$ cat src/rtl/seq_det_pkg.sv
// Shared definitions for the programmable serial sequence detector:
// controller state encoding and the derived config-length width.
package seq_det_pkg;

  localparam logic [1:0] IDLE  = 2'b00;
  localparam logic [1:0] ARMED = 2'b01;
  localparam logic [1:0] SHIFT = 2'b10;

  typedef enum logic [1:0] {
    ST_IDLE  = IDLE,
    ST_ARMED = ARMED,
    ST_SHIFT = SHIFT
  } state_t;

  // cfg_len must be able to hold PAT_W itself, hence the extra bit.
  function automatic int len_w(input int pat_w);
    return $clog2(pat_w) + 1;
  endfunction

endpackage

$ cat src/rtl/seq_match_core.sv
// Bit-serial pattern matcher: shift history, fill tracking and a
// length-masked compare against the configured pattern.
module seq_match_core
  import seq_det_pkg::*;
#(
  parameter int PAT_W = 8,
  parameter int LEN_W = len_w(PAT_W)
) (
  input  logic             clk,
  input  logic             rst,
  input  logic             bit_valid,
  input  logic             data_bit,
  input  logic             clear,
  input  logic [PAT_W-1:0] cfg_pattern,
  input  logic [LEN_W-1:0] cfg_len,
  input  logic             cfg_overlap,
  output logic             match
);

  localparam logic [LEN_W-1:0] FILL_MAX = LEN_W'(PAT_W);

  logic [PAT_W-1:0] hist_reg;
  logic [PAT_W-1:0] hist_next;
  logic [LEN_W-1:0] fill_reg;
  logic [LEN_W-1:0] fill_next;
  logic [PAT_W-1:0] len_mask;

  // Only the low cfg_len bits of history take part in the compare.
  generate
    for (genvar gi = 0; gi < PAT_W; gi++) begin : g_mask
      assign len_mask[gi] = (gi < int'(cfg_len));
    end
  endgenerate

  // Next history/fill for the incoming bit and the match decision on them.
  always_comb begin
    hist_next = {hist_reg[PAT_W-2:0], data_bit};
    fill_next = (fill_reg == FILL_MAX) ? FILL_MAX : fill_reg + LEN_W'(1);
    match     = bit_valid && (cfg_len != '0) && (fill_next >= cfg_len) &&
                (((hist_next ^ cfg_pattern) & len_mask) == '0);
  end

  // History and fill advance per consumed bit; non-overlap forces a refill.
  always_ff @(posedge clk or negedge rst) begin
    if (!rst) begin
      hist_reg <= '0;
      fill_reg <= '0;
    end else if (clear) begin
      hist_reg <= '0;
      fill_reg <= '0;
    end else if (bit_valid) begin
      hist_reg <= hist_next;
      fill_reg <= (match && !cfg_overlap) ? '0 : fill_next;
    end
  end

endmodule

$ cat src/rtl/seq_detect_ctrl.sv
// Sequence-detector controller: config registers, IDLE/ARMED/SHIFT word
// serializer with valid/ready intake, saturating match counter and a
// sticky threshold interrupt around seq_match_core.
module seq_detect_ctrl
  import seq_det_pkg::*;
#(
  parameter  int PAT_W  = 8,
  parameter  int WORD_W = 8,
  parameter  int CNT_W  = 16,
  localparam int LEN_W  = len_w(PAT_W)
) (
  input  logic              clk,
  input  logic              rst,
  input  logic              cfg_we,
  input  logic [PAT_W-1:0]  cfg_pattern,
  input  logic [LEN_W-1:0]  cfg_len,
  input  logic              cfg_overlap,
  input  logic [CNT_W-1:0]  cfg_thresh,
  input  logic              start,
  input  logic              stop,
  input  logic              in_valid,
  input  logic [WORD_W-1:0] in_data,
  output logic              in_ready,
  output logic              busy,
  output logic              match_pulse,
  output logic [CNT_W-1:0]  match_cnt,
  output logic              irq,
  input  logic              irq_clr
);

  localparam int                IDX_W   = (WORD_W > 1) ? $clog2(WORD_W) : 1;
  localparam logic [CNT_W-1:0]  CNT_MAX = '1;
  localparam logic [LEN_W-1:0]  LEN_MAX = LEN_W'(PAT_W);

  state_t             state_reg, state_next;
  logic [WORD_W-1:0]  word_reg, word_next;
  logic [IDX_W-1:0]   idx_reg, idx_next;
  logic               stop_seen_reg, stop_seen_next;

  logic [PAT_W-1:0]   cfg_pattern_reg;
  logic [LEN_W-1:0]   cfg_len_reg;
  logic               cfg_overlap_reg;
  logic [CNT_W-1:0]   cfg_thresh_reg;

  logic [CNT_W-1:0]   match_cnt_reg;
  logic [CNT_W-1:0]   cnt_inc;
  logic               match_pulse_reg;
  logic               irq_reg;
  logic               irq_set;

  logic               bit_valid;
  logic               data_bit;
  logic               core_clear;
  logic               core_match;

  // FSM state and serializer registers.
  always_ff @(posedge clk or negedge rst) begin
    if (!rst) begin
      state_reg     <= ST_IDLE;
      word_reg      <= '0;
      idx_reg       <= '0;
      stop_seen_reg <= 1'b0;
    end else begin
      state_reg     <= state_next;
      word_reg      <= word_next;
      idx_reg       <= idx_next;
      stop_seen_reg <= stop_seen_next;
    end
  end

  // Next-state, handshake and bit-serializer control.
  always_comb begin
    state_next     = state_reg;
    word_next      = word_reg;
    idx_next       = idx_reg;
    stop_seen_next = stop_seen_reg;
    in_ready       = (state_reg == ST_ARMED);
    busy           = (state_reg != ST_IDLE);
    bit_valid      = 1'b0;
    core_clear     = 1'b0;
    data_bit       = word_reg[idx_reg];
    case (state_reg)
      ST_IDLE: begin
        if (start) begin
          state_next     = ST_ARMED;
          core_clear     = 1'b1;
          stop_seen_next = 1'b0;
        end
      end
      ST_ARMED: begin
        // stop wins over a same-cycle handshake; the word is left unaccepted
        if (stop) begin
          state_next = ST_IDLE;
        end else if (in_valid) begin
          word_next      = in_data;
          idx_next       = IDX_W'(WORD_W - 1);
          stop_seen_next = 1'b0;
          state_next     = ST_SHIFT;
        end
      end
      ST_SHIFT: begin
        bit_valid = 1'b1;
        if (stop) begin
          stop_seen_next = 1'b1;
        end
        if (idx_reg == '0) begin
          state_next = (stop_seen_reg || stop) ? ST_IDLE : ST_ARMED;
        end else begin
          idx_next = idx_reg - IDX_W'(1);
        end
      end
      default: begin
        state_next = ST_IDLE;
      end
    endcase
  end

  // Configuration is only writable while idle; over-long lengths clamp.
  always_ff @(posedge clk or negedge rst) begin
    if (!rst) begin
      cfg_pattern_reg <= '0;
      cfg_len_reg     <= '0;
      cfg_overlap_reg <= 1'b0;
      cfg_thresh_reg  <= '0;
    end else if (cfg_we && (state_reg == ST_IDLE)) begin
      cfg_pattern_reg <= cfg_pattern;
      cfg_len_reg     <= (cfg_len > LEN_MAX) ? LEN_MAX : cfg_len;
      cfg_overlap_reg <= cfg_overlap;
      cfg_thresh_reg  <= cfg_thresh;
    end
  end

  seq_match_core #(
    .PAT_W (PAT_W),
    .LEN_W (LEN_W)
  ) u_core (
    .clk         (clk),
    .rst         (rst),
    .bit_valid   (bit_valid),
    .data_bit    (data_bit),
    .clear       (core_clear),
    .cfg_pattern (cfg_pattern_reg),
    .cfg_len     (cfg_len_reg),
    .cfg_overlap (cfg_overlap_reg),
    .match       (core_match)
  );

  // Saturating increment and threshold-hit detection for this match.
  always_comb begin
    cnt_inc = (match_cnt_reg == CNT_MAX) ? CNT_MAX : match_cnt_reg + CNT_W'(1);
    irq_set = core_match && (cfg_thresh_reg != '0) && (cnt_inc == cfg_thresh_reg);
  end

  // Match counter, registered pulse and sticky irq (set beats clear).
  always_ff @(posedge clk or negedge rst) begin
    if (!rst) begin
      match_cnt_reg   <= '0;
      match_pulse_reg <= 1'b0;
      irq_reg         <= 1'b0;
    end else begin
      match_pulse_reg <= core_match;
      if (core_clear) begin
        match_cnt_reg <= '0;
      end else if (core_match) begin
        match_cnt_reg <= cnt_inc;
      end
      if (irq_set) begin
        irq_reg <= 1'b1;
      end else if (irq_clr) begin
        irq_reg <= 1'b0;
      end
    end
  end

  assign match_pulse = match_pulse_reg;
  assign match_cnt   = match_cnt_reg;
  assign irq         = irq_reg;

endmodule

$ cat config.mk
export PLATFORM = sky130hd
export DESIGN_NAME = seq_detect_ctrl
export DESIGN_NICKNAME = d
export VERILOG_FILES = /design/src/rtl/seq_det_pkg.sv /design/src/rtl/seq_match_core.sv /design/src/rtl/seq_detect_ctrl.sv
export SDC_FILE = /design/constraint.sdc
export NUM_CORES = 1
export LEC_CHECK = 0
export CAP_MARGIN = 20
export CORE_MARGIN = 3
export CORE_UTILIZATION = 54
export CTS_CLUSTER_DIAMETER = 100
export DETAILED_ROUTE_END_ITERATION = 10
export PLACE_DENSITY = 0.84
export SYNTH_ARGS = -nofsm -noshare
export SYNTH_HDL_FRONTEND = slang
export SYNTH_SLANG_ARGS = --single-unit
$ cat constraint.sdc
create_clock -name clk -period 3.3 [get_ports clk]
set_clock_uncertainty 0.15 [all_clocks]
set_input_delay 0.66 -clock clk [delete_from_list [all_inputs] [get_ports clk]]
set_output_delay 0.66 -clock clk [all_outputs]
set_load 0.01 [all_outputs]
==> flow_metrics.env, run 1 <==
export IMPL_grt_overflow=0
export IMPL_path_clk_slew_ns=0.08
export IMPL_core_um2=7292
export IMPL_yosys_cell_count_top_type="nand2_1"
export IMPL_synth_compound_gate_area_share=0.1541
export IMPL_crit_path_start_kind="flip-flop"
export IMPL_gr_usage_met2=0.4343
export IMPL_numPortBuffers=63
export IMPL_register_area_um2=1802
export IMPL_antenna_cells_inserted=0
export IMPL_clk_latency_ns=0.34
export IMPL_post_drt_wl_per_cell_um=16.65
export IMPL_cts_hold_repair_buffers=0
export IMPL_maximum_level_of_the_cts_h_tree=3
export IMPL_cts_root_to_sink_buffers=2
export IMPL_final_fill_count=604
export IMPL_antenna_violating_nets_post_route=0
export IMPL_first_global_vias=3668
export IMPL_synth_distinct_cells=64
export IMPL_final_max_slew_viol_count=0
export IMPL_clock_fmax_mhz=332.2
export IMPL_timing_critical_path_to_type="flip-flop"
export IMPL_report_final_hold_viol_count=0
export IMPL_synth_edff_count=0
export IMPL_area_enclosed_by_the_die_boundary_um2=8628
export IMPL_synth_cell_area_um2=4076
export IMPL_synth_avg_cell_area_um2=9.286
export IMPL_slew_headroom=0.3919
export IMPL_final_layout_size_suffix_gt1_frac=0.1004
export IMPL_synth_fa_ha_area_frac=0.02762
export IMPL_synth_net_count=492
export IMPL_synth_simple_gate_area_share=0.2308
export IMPL_synth_top_flop_cell="dfrtp_1"
export IMPL_timing_max_cap_violations=0
export IMPL_multi_input_area_um2=2098
export IMPL_grt_pass1_wl_um=16790
export IMPL_vias=3567
export IMPL_synth_ff_latch_count=72
export IMPL_synth_top_cells_by_area="dfrtp_1, nand2_1, xnor2_1"
export IMPL_drt_drc_violations_left=0
export IMPL_synthXorXnorAreaFrac=0.05371
export IMPL_core_rowCount=31
export IMPL_postLayoutCellArea_um2=5020
export IMPL_rsz_0062_raised_after_global_routing="false"
export IMPL_synth_top_area_share=0.4420
export IMPL_cts_made_buffers=9
export IMPL_synthesis_instances=439
export IMPL_hold_slack_ns=0.3557
export IMPL_ys_top_cells_by_count="nand2_1, dfrtp_1, nor2_1, a21oi_1, xnor2_1"
export IMPL_timing_setup_critical_path_class="flip-flop to flip-flop"
export IMPL_synth_largest_area_cell="dfrtp_1"
export IMPL_die_height_um=92.89
export IMPL_yosys_mux_area_fraction=0.04543
export IMPL_place_congestion=0.9468
export IMPL_numClockSinks=72
export IMPL_worst_slew_pin_transition_ns=0.9122
export IMPL_grt_use_met3=0.04387
export IMPL_critPathRequiredTime_ns=3.39
export IMPL_outcome="finished clean"
export IMPL_yosys_warnings=0
export IMPL_cts_tree="done"
export IMPL_cts_root_buffer="clkbuf_8"
export IMPL_dp_final_hpwl_um=7260
export IMPL_path_max_fanout=9
export IMPL_initial_core_util=0.5590
export IMPL_met1_grt_util=0.2920
export IMPL_grt_busiest_layer="met2"
export IMPL_synthToLayoutAreaGrowth_pct=23.14
export IMPL_timing_setup_tns_ns=0
export IMPL_synthArstFlopShare=1.000
export IMPL_first_pass_iters=5
export IMPL_setup_violations_final=0
export IMPL_combined_global_route_utilization_of_all_metal_layers=0.2448
export IMPL_finalWirelength_um=10110
export IMPL_ys_seq_area_frac=0.4420
export IMPL_max_vdd_ir_drop_mv=0.3740
export IMPL_floorplan_io_pins=64
export IMPL_dpl_instance_area_um2=4772
export IMPL_avgViaCountPerCell=5.876
export IMPL_total_leakage_power_nw=2.163
export IMPL_hold_path_class="input pin to asynchronous set/reset pin"
export IMPL_timing_final_crit_share=0.9123
export IMPL_worstPathArrival_ns=3.10
export IMPL_drt_first_iter_violations=209
export IMPL_combinational_family_with_the_most_area_after_synthesis="simple AND/OR/NAND/NOR gates"
export IMPL_antenna_violations_before_repair=0
export IMPL_fin_nets=556
export IMPL_finalWorstPathRequiredPeriod_ns=3.011
export IMPL_grt_start_max_net_pins=73
export IMPL_fp_dieW_um=92.89
export IMPL_power_density_over_the_cells_nw_per_um2=691.9
[routing by layer]
layer	part of all wire	routed length [um]
met5	0	0
met2	0.52	5262
met1	0.40	4030
met4	0.026	258
met3	0.055	558
[worst max-delay path, stage by stage (launching register included)]
cell and delay, ns:
dfrtp_1 0.39, inv_1 0.08, ha_1 0.20, nand2_1 0.08, nand2_1 0.06, mux2i_1 0.19, ha_1 0.21, o21a_1 0.12
o21ai_1 0.06, nor4_2 0.37, o2111ai_4 0.27, buf_4 0.23, a21oi_1 0.14, nor2_1 0.06, a311oi_1 0.30
[placed cells by master (no fill, tap or decap), drive strengths merged, types with 3 or more instances in the layout]
cell,netlist,routed
a21oi,19,19
a22o,6,6
a311oi,6,6
a31oi,4,4
a32oi,4,4
and3,3,3
and4,3,3
buf,13,14
clkbuf,10,11
clkdlybuf4s50,0,62
dfrtp,72,72
ha,9,9
inv,16,16
mux2,8,8
mux2i,5,5
nand2,102,102
nand2b,6,6
nand3,12,12
nand3b,4,4
nand4,13,13
nor2,20,20
nor3,5,5
nor4,9,9
o2111ai,3,3
o211ai,5,5
o21ai,19,19
xnor2,17,17
xor2,8,8
[final timing paths]
| check | slack, ns | end | from | depth (start not counted) |
|---|---|---|---|---|
| hold / removal | 0.36 | match_pulse | rst | 2 |
| max in group asynchronous | 2.02 | u_core.fill_reg[2] | rst | 2 |
| min in group clk | 0.36 | word_reg[4] | word_reg[4] | 1 |
| hold reg to reg | 0.36 | word_reg[4] | word_reg[4] | 1 |
| setup reg to reg | 0.29 | match_cnt[9] | u_core.fill_reg[0] | 14 |
| setup / recovery | 0.29 | match_cnt[9] | u_core.fill_reg[0] | 14 |
[power breakdown]
group          internal, mW  switching (mW)
Clock                 0.426           0.333
Combinational         0.574           0.658
Sequential             1.16           0.321
[logic make-up (layout without fill, tap and decap cells)]
| logic type | count (synthesis) | count (layout) |
|---|---|---|
| adders and majority gates | 9 | 9 |
| xor gates and xnor gates | 25 | 25 |
| AOI/OAI and AO/OA | 90 | 90 |
| buffers and inverters | 39 | 108 |
| muxes | 15 | 15 |
| DFF | 72 | 72 |
| and+or+nand+nor | 189 | 189 |
[per-stage QoR]
| step | setup slack [ns] | power, mW | utilization | std cells |
|---|---|---|---|---|
| 6_report | 0.2895 | 3.473 | 0.6884 | 607 |
| 5_1_grt | 0.05995 | 3.723 | 0.6884 | 607 |
| 4_1_cts | 0.1167 | 3.463 | 0.6836 | 604 |
| 3_5_place_dp | 0.1385 | 2.696 | 0.6544 | 588 |
| 3_3_place_gp | 0.3590 | 2.628 | 0.6544 | 588 |
| 2_1_floorplan | 0.6331 | 2.285 | - | 439 |
[final cells by class]
cell class	instances	area share
clock inverters	5	0.01620
well taps	99	0.02468
flip-flops and latches	72	0.3589
inverters	16	0.01196
repair buffers	76	0.1441
multi-input cells	328	0.4180
clock buffers	11	0.02617
[timing repair]
action,in CTS,in global routing
gates resized for setup,0,3
setup buffers,0,3
endpoints found under the setup margin,0,12
No activity file was read; power rests on OpenSTA's default activity.
==> run 2: changes to the inputs <==
- HOLD_SLACK_MARGIN: not set -> 0.06
==> results of run 2 <==
Final layout, timing and power as in run 1 (identical DEF).
==> run 3: changes to the inputs <==
- CORE_MARGIN: 3 -> 5
- CTS_CLUSTER_DIAMETER: 100 -> 200
- SYNTH_HIERARCHICAL: not set -> 1
==> run 3 against run 2 <==
Net effect:
- worst setup slack worse by 0.17 ns
- first-iteration DRC count up 15%
- register-to-register slack worse by 0.17 ns
- non-clock buffer count up 1
- sequential cell count unchanged
- core utilization up 1.5 points
- combinational power up 20%
- maximum frequency down 5.4%
- via count up 2.6%
- global-route usage down 2.5 points
- routed wire length up 1.7%
==> flow_metrics.env, run 3 <==
export IMPL_combinational_family_with_the_most_area_after_synthesis="simple AND/OR/NAND/NOR gates"
export IMPL_timing_critical_path_to_type="flip-flop"
export IMPL_cts_tree="done"
export IMPL_critical_path_start="idx_reg[0]"
export IMPL_worstPathArrival_ns=3.30
export IMPL_synth_distinct_cells=62
export IMPL_ys_seq_area_frac=0.4405
export IMPL_dp_final_hpwl_um=7254
export IMPL_cts_made_buffers=9
export IMPL_vias=3661
export IMPL_floorplan_io_pins=64
export IMPL_synth_top_cells_by_area="dfrtp_1, nand2_1, xnor2_1"
export IMPL_delay_of_the_slowest_cell_on_the_worst_path_ns=0.59
export IMPL_synth_simple_gate_area_share=0.2389
export IMPL_yosys_mux_area_fraction=0.06791
export IMPL_cts_hold_repair_buffers=0
export IMPL_rr_startpoint="idx_reg[0]"
export IMPL_utilization=0.7037
export IMPL_final_common_cell="nand2_1"
export IMPL_critPathBufInv=0
export IMPL_worst_path_max_delay_cell="or4b_4"
export IMPL_outcome="finished clean"
export IMPL_antenna_cells_inserted=0
export IMPL_rsz_0062_raised_after_global_routing="true"
export IMPL_report_final_hold_viol_count=0
export IMPL_synthXorXnorAreaFrac=0.04925
export IMPL_core_um2=7331
export IMPL_initial_core_util=0.5579
export IMPL_report_power_total_mw=3.844
export IMPL_synth_fa_ha_area_frac=0.02753
export IMPL_drt_drc_violations_left=0
export IMPL_total_leakage_power_nw=2.264
export IMPL_cpLargestDelayFamily="simple AND/OR/NAND/NOR gates"
export IMPL_dpl_instance_area_um2=4841
export IMPL_synthArstFlopShare=1.000
export IMPL_timing_max_cap_violations=0
export IMPL_cts_root_to_sink_buffers=2
export IMPL_max_vdd_ir_drop_mv=0.4531
export IMPL_grt_pass1_wl_um=17040
export IMPL_critPathRequiredTime_ns=3.42
export IMPL_combined_global_route_utilization_of_all_metal_layers=0.2202
export IMPL_synth_ff_latch_count=72
export IMPL_timing_setup_tns_ns=0
export IMPL_worst_path_most_repeated_cell="nand2_2"
export IMPL_core_rowCount=31
export IMPL_postLayoutCellArea_um2=5159
export IMPL_synthesis_instances=452
export IMPL_die_height_um=97.03
export IMPL_numClockSinks=72
export IMPL_first_pass_iters=5
export IMPL_synth_avg_cell_area_um2=9.049
export IMPL_first_global_vias=3582
export IMPL_antenna_violating_nets_post_route=0
export IMPL_synth_cell_area_um2=4090
export IMPL_antenna_violations_before_repair=0
export IMPL_timing_final_crit_share=0.9644
export IMPL_fp_dieW_um=97.03
export IMPL_drt_first_iter_violations=240
export IMPL_ys_top_cells_by_count="nand2_1, dfrtp_1, nor2_1, a21oi_1, xnor2_1"
export IMPL_avgViaCountPerCell=5.876
export IMPL_path_max_fanout=5
export IMPL_synth_largest_area_cell="dfrtp_1"
export IMPL_synth_top_flop_cell="dfrtp_1"
export IMPL_synth_top_area_share=0.4405
export IMPL_final_layout_size_suffix_gt1_frac=0.1260
export IMPL_numPortBuffers=63
export IMPL_final_max_slew_viol_count=0
export IMPL_worst_slew_pin_transition_ns=0.9193
export IMPL_place_congestion=0.8988
export IMPL_cts_root_buffer="clkbuf_8"
export IMPL_timing_setup_critical_path_class="flip-flop to flip-flop"
export IMPL_power_density_over_the_cells_nw_per_um2=745.1
export IMPL_yosys_cell_count_top_type="nand2_1"
export IMPL_slew_headroom=0.3857
export IMPL_fin_nets=572
export IMPL_post_drt_wl_per_cell_um=16.50
export IMPL_grt_start_max_net_pins=41
export IMPL_crit_path_start_kind="flip-flop"
export IMPL_clk_latency_ns=0.36
export IMPL_hold_path_class="input pin to asynchronous set/reset pin"
export IMPL_synth_edff_count=0
export IMPL_maximum_level_of_the_cts_h_tree=3
export IMPL_clock_fmax_mhz=314.2
export IMPL_synth_net_count=505
export IMPL_finalWorstPathRequiredPeriod_ns=3.182
export IMPL_cp_cell_sequence="mux4_2, nand2_2, nand2_2, xnor2_1, o211ai_1, or4b_4, a21oi_4, o2111ai_2, nor4_2, nand4_1, o41ai_2"
export IMPL_path_clk_slew_ns=0.08
export IMPL_setup_violations_final=0
export IMPL_synthToLayoutAreaGrowth_pct=26.12
export IMPL_grt_overflow=0
export IMPL_yosys_warnings=6
export IMPL_finalWirelength_um=10280
export IMPL_synth_compound_gate_area_share=0.1392
export IMPL_area_enclosed_by_the_die_boundary_um2=9415
export IMPL_layout_cells_most_common_list="nand2_1, dfrtp_1, clkdlybuf4s50_1"
==> run 3: cell count changes after synthesis, sizes merged, moves of 6 or more <==
cell	before	now
a211oi	2	9
o21ai	19	13
buf	13	6
nor2	20	30
mux2i	5	12
nand4	13	7
==> run 3: cell families (layout without fill, tap and decap cells) <==
| family | count (synthesis) | after routing |
|---|---|---|
| AOI/OAI and AO/OA | 83 | 83 |
| muxes | 24 | 24 |
| xor gates and xnor gates | 23 | 23 |
| adders and majority gates | 9 | 9 |
| buffers and inverters | 36 | 108 |
| and+or+nand+nor | 205 | 205 |
| DFF | 72 | 72 |
==> run 3: routing by layer <==
| metal | part of all wire | global-route usage | up-vias | wire length [um] |
|---|---|---|---|---|
| met5 | 0 | 0 | - | 0 |
| met2 | 0.47 | 0.3530 | 148 | 4881 |
| met3 | 0.065 | 0.03957 | 35 | 670 |
| met4 | 0.030 | 0.09611 | 0 | 308 |
| met1 | 0.43 | 0.2922 | 1750 | 4417 |
| li1 | - | - | 1728 | - |
==> run 3: final cells by class <==
cell class | count | area, um2
Tap cell | 99 | 123.9
Inverter | 15 | 56.30
Multi-Input combinational cell | 344 | 2180
Sequential cell | 72 | 1803
Clock inverter | 6 | 115.1
Fill cell | 544 | 2172
Timing Repair Buffer | 77 | 743.2
Clock buffer | 10 | 137.6
==> run 3: final timing paths <==
| path | end | slack (ns) | cells past startpoint |
|---|---|---|---|
| max | irq | 0.12 | 11 |
| min | match_cnt[3] | 0.21 | 1 |
| max reg2reg | irq | 0.12 | 11 |
| min reg2reg | word_reg[2] | 0.36 | 1 |
| max in group asynchronous | u_core/fill_reg[0] | 2.09 | 2 |
| min in group clk | word_reg[2] | 0.36 | 1 |
==> run 3: power breakdown <==
part           internal (mW)  switching [mW]  leakage, nW
sequential              1.17           0.331        0.927
combinational          0.710           0.761         1.21
clock                  0.526           0.350        0.123
total                   2.40            1.44         2.26
==> run 3: per-stage QoR <==
stage	hold WS [ns]	setup WS, ns	cells
6_report	0.2108	0.1176	623
5_1_grt	0.2809	-0.03632	623
4_1_cts	0.2254	0.05296	620
3_5_place_dp	0.3394	-0.01546	604
3_3_place_gp	0.3361	0.1447	604
2_1_floorplan	0.2144	0.1190	452
==> run 3: repair_timing <==
| item | CTS | global route |
|---|---|---|
| setup endpoints to repair | 2 | 5 |
| pin swaps | 1 | 7 |
| buffers inserted | 0 | 3 |
| cloned | 0 | 0 |
| resized for setup | 2 | 11 |
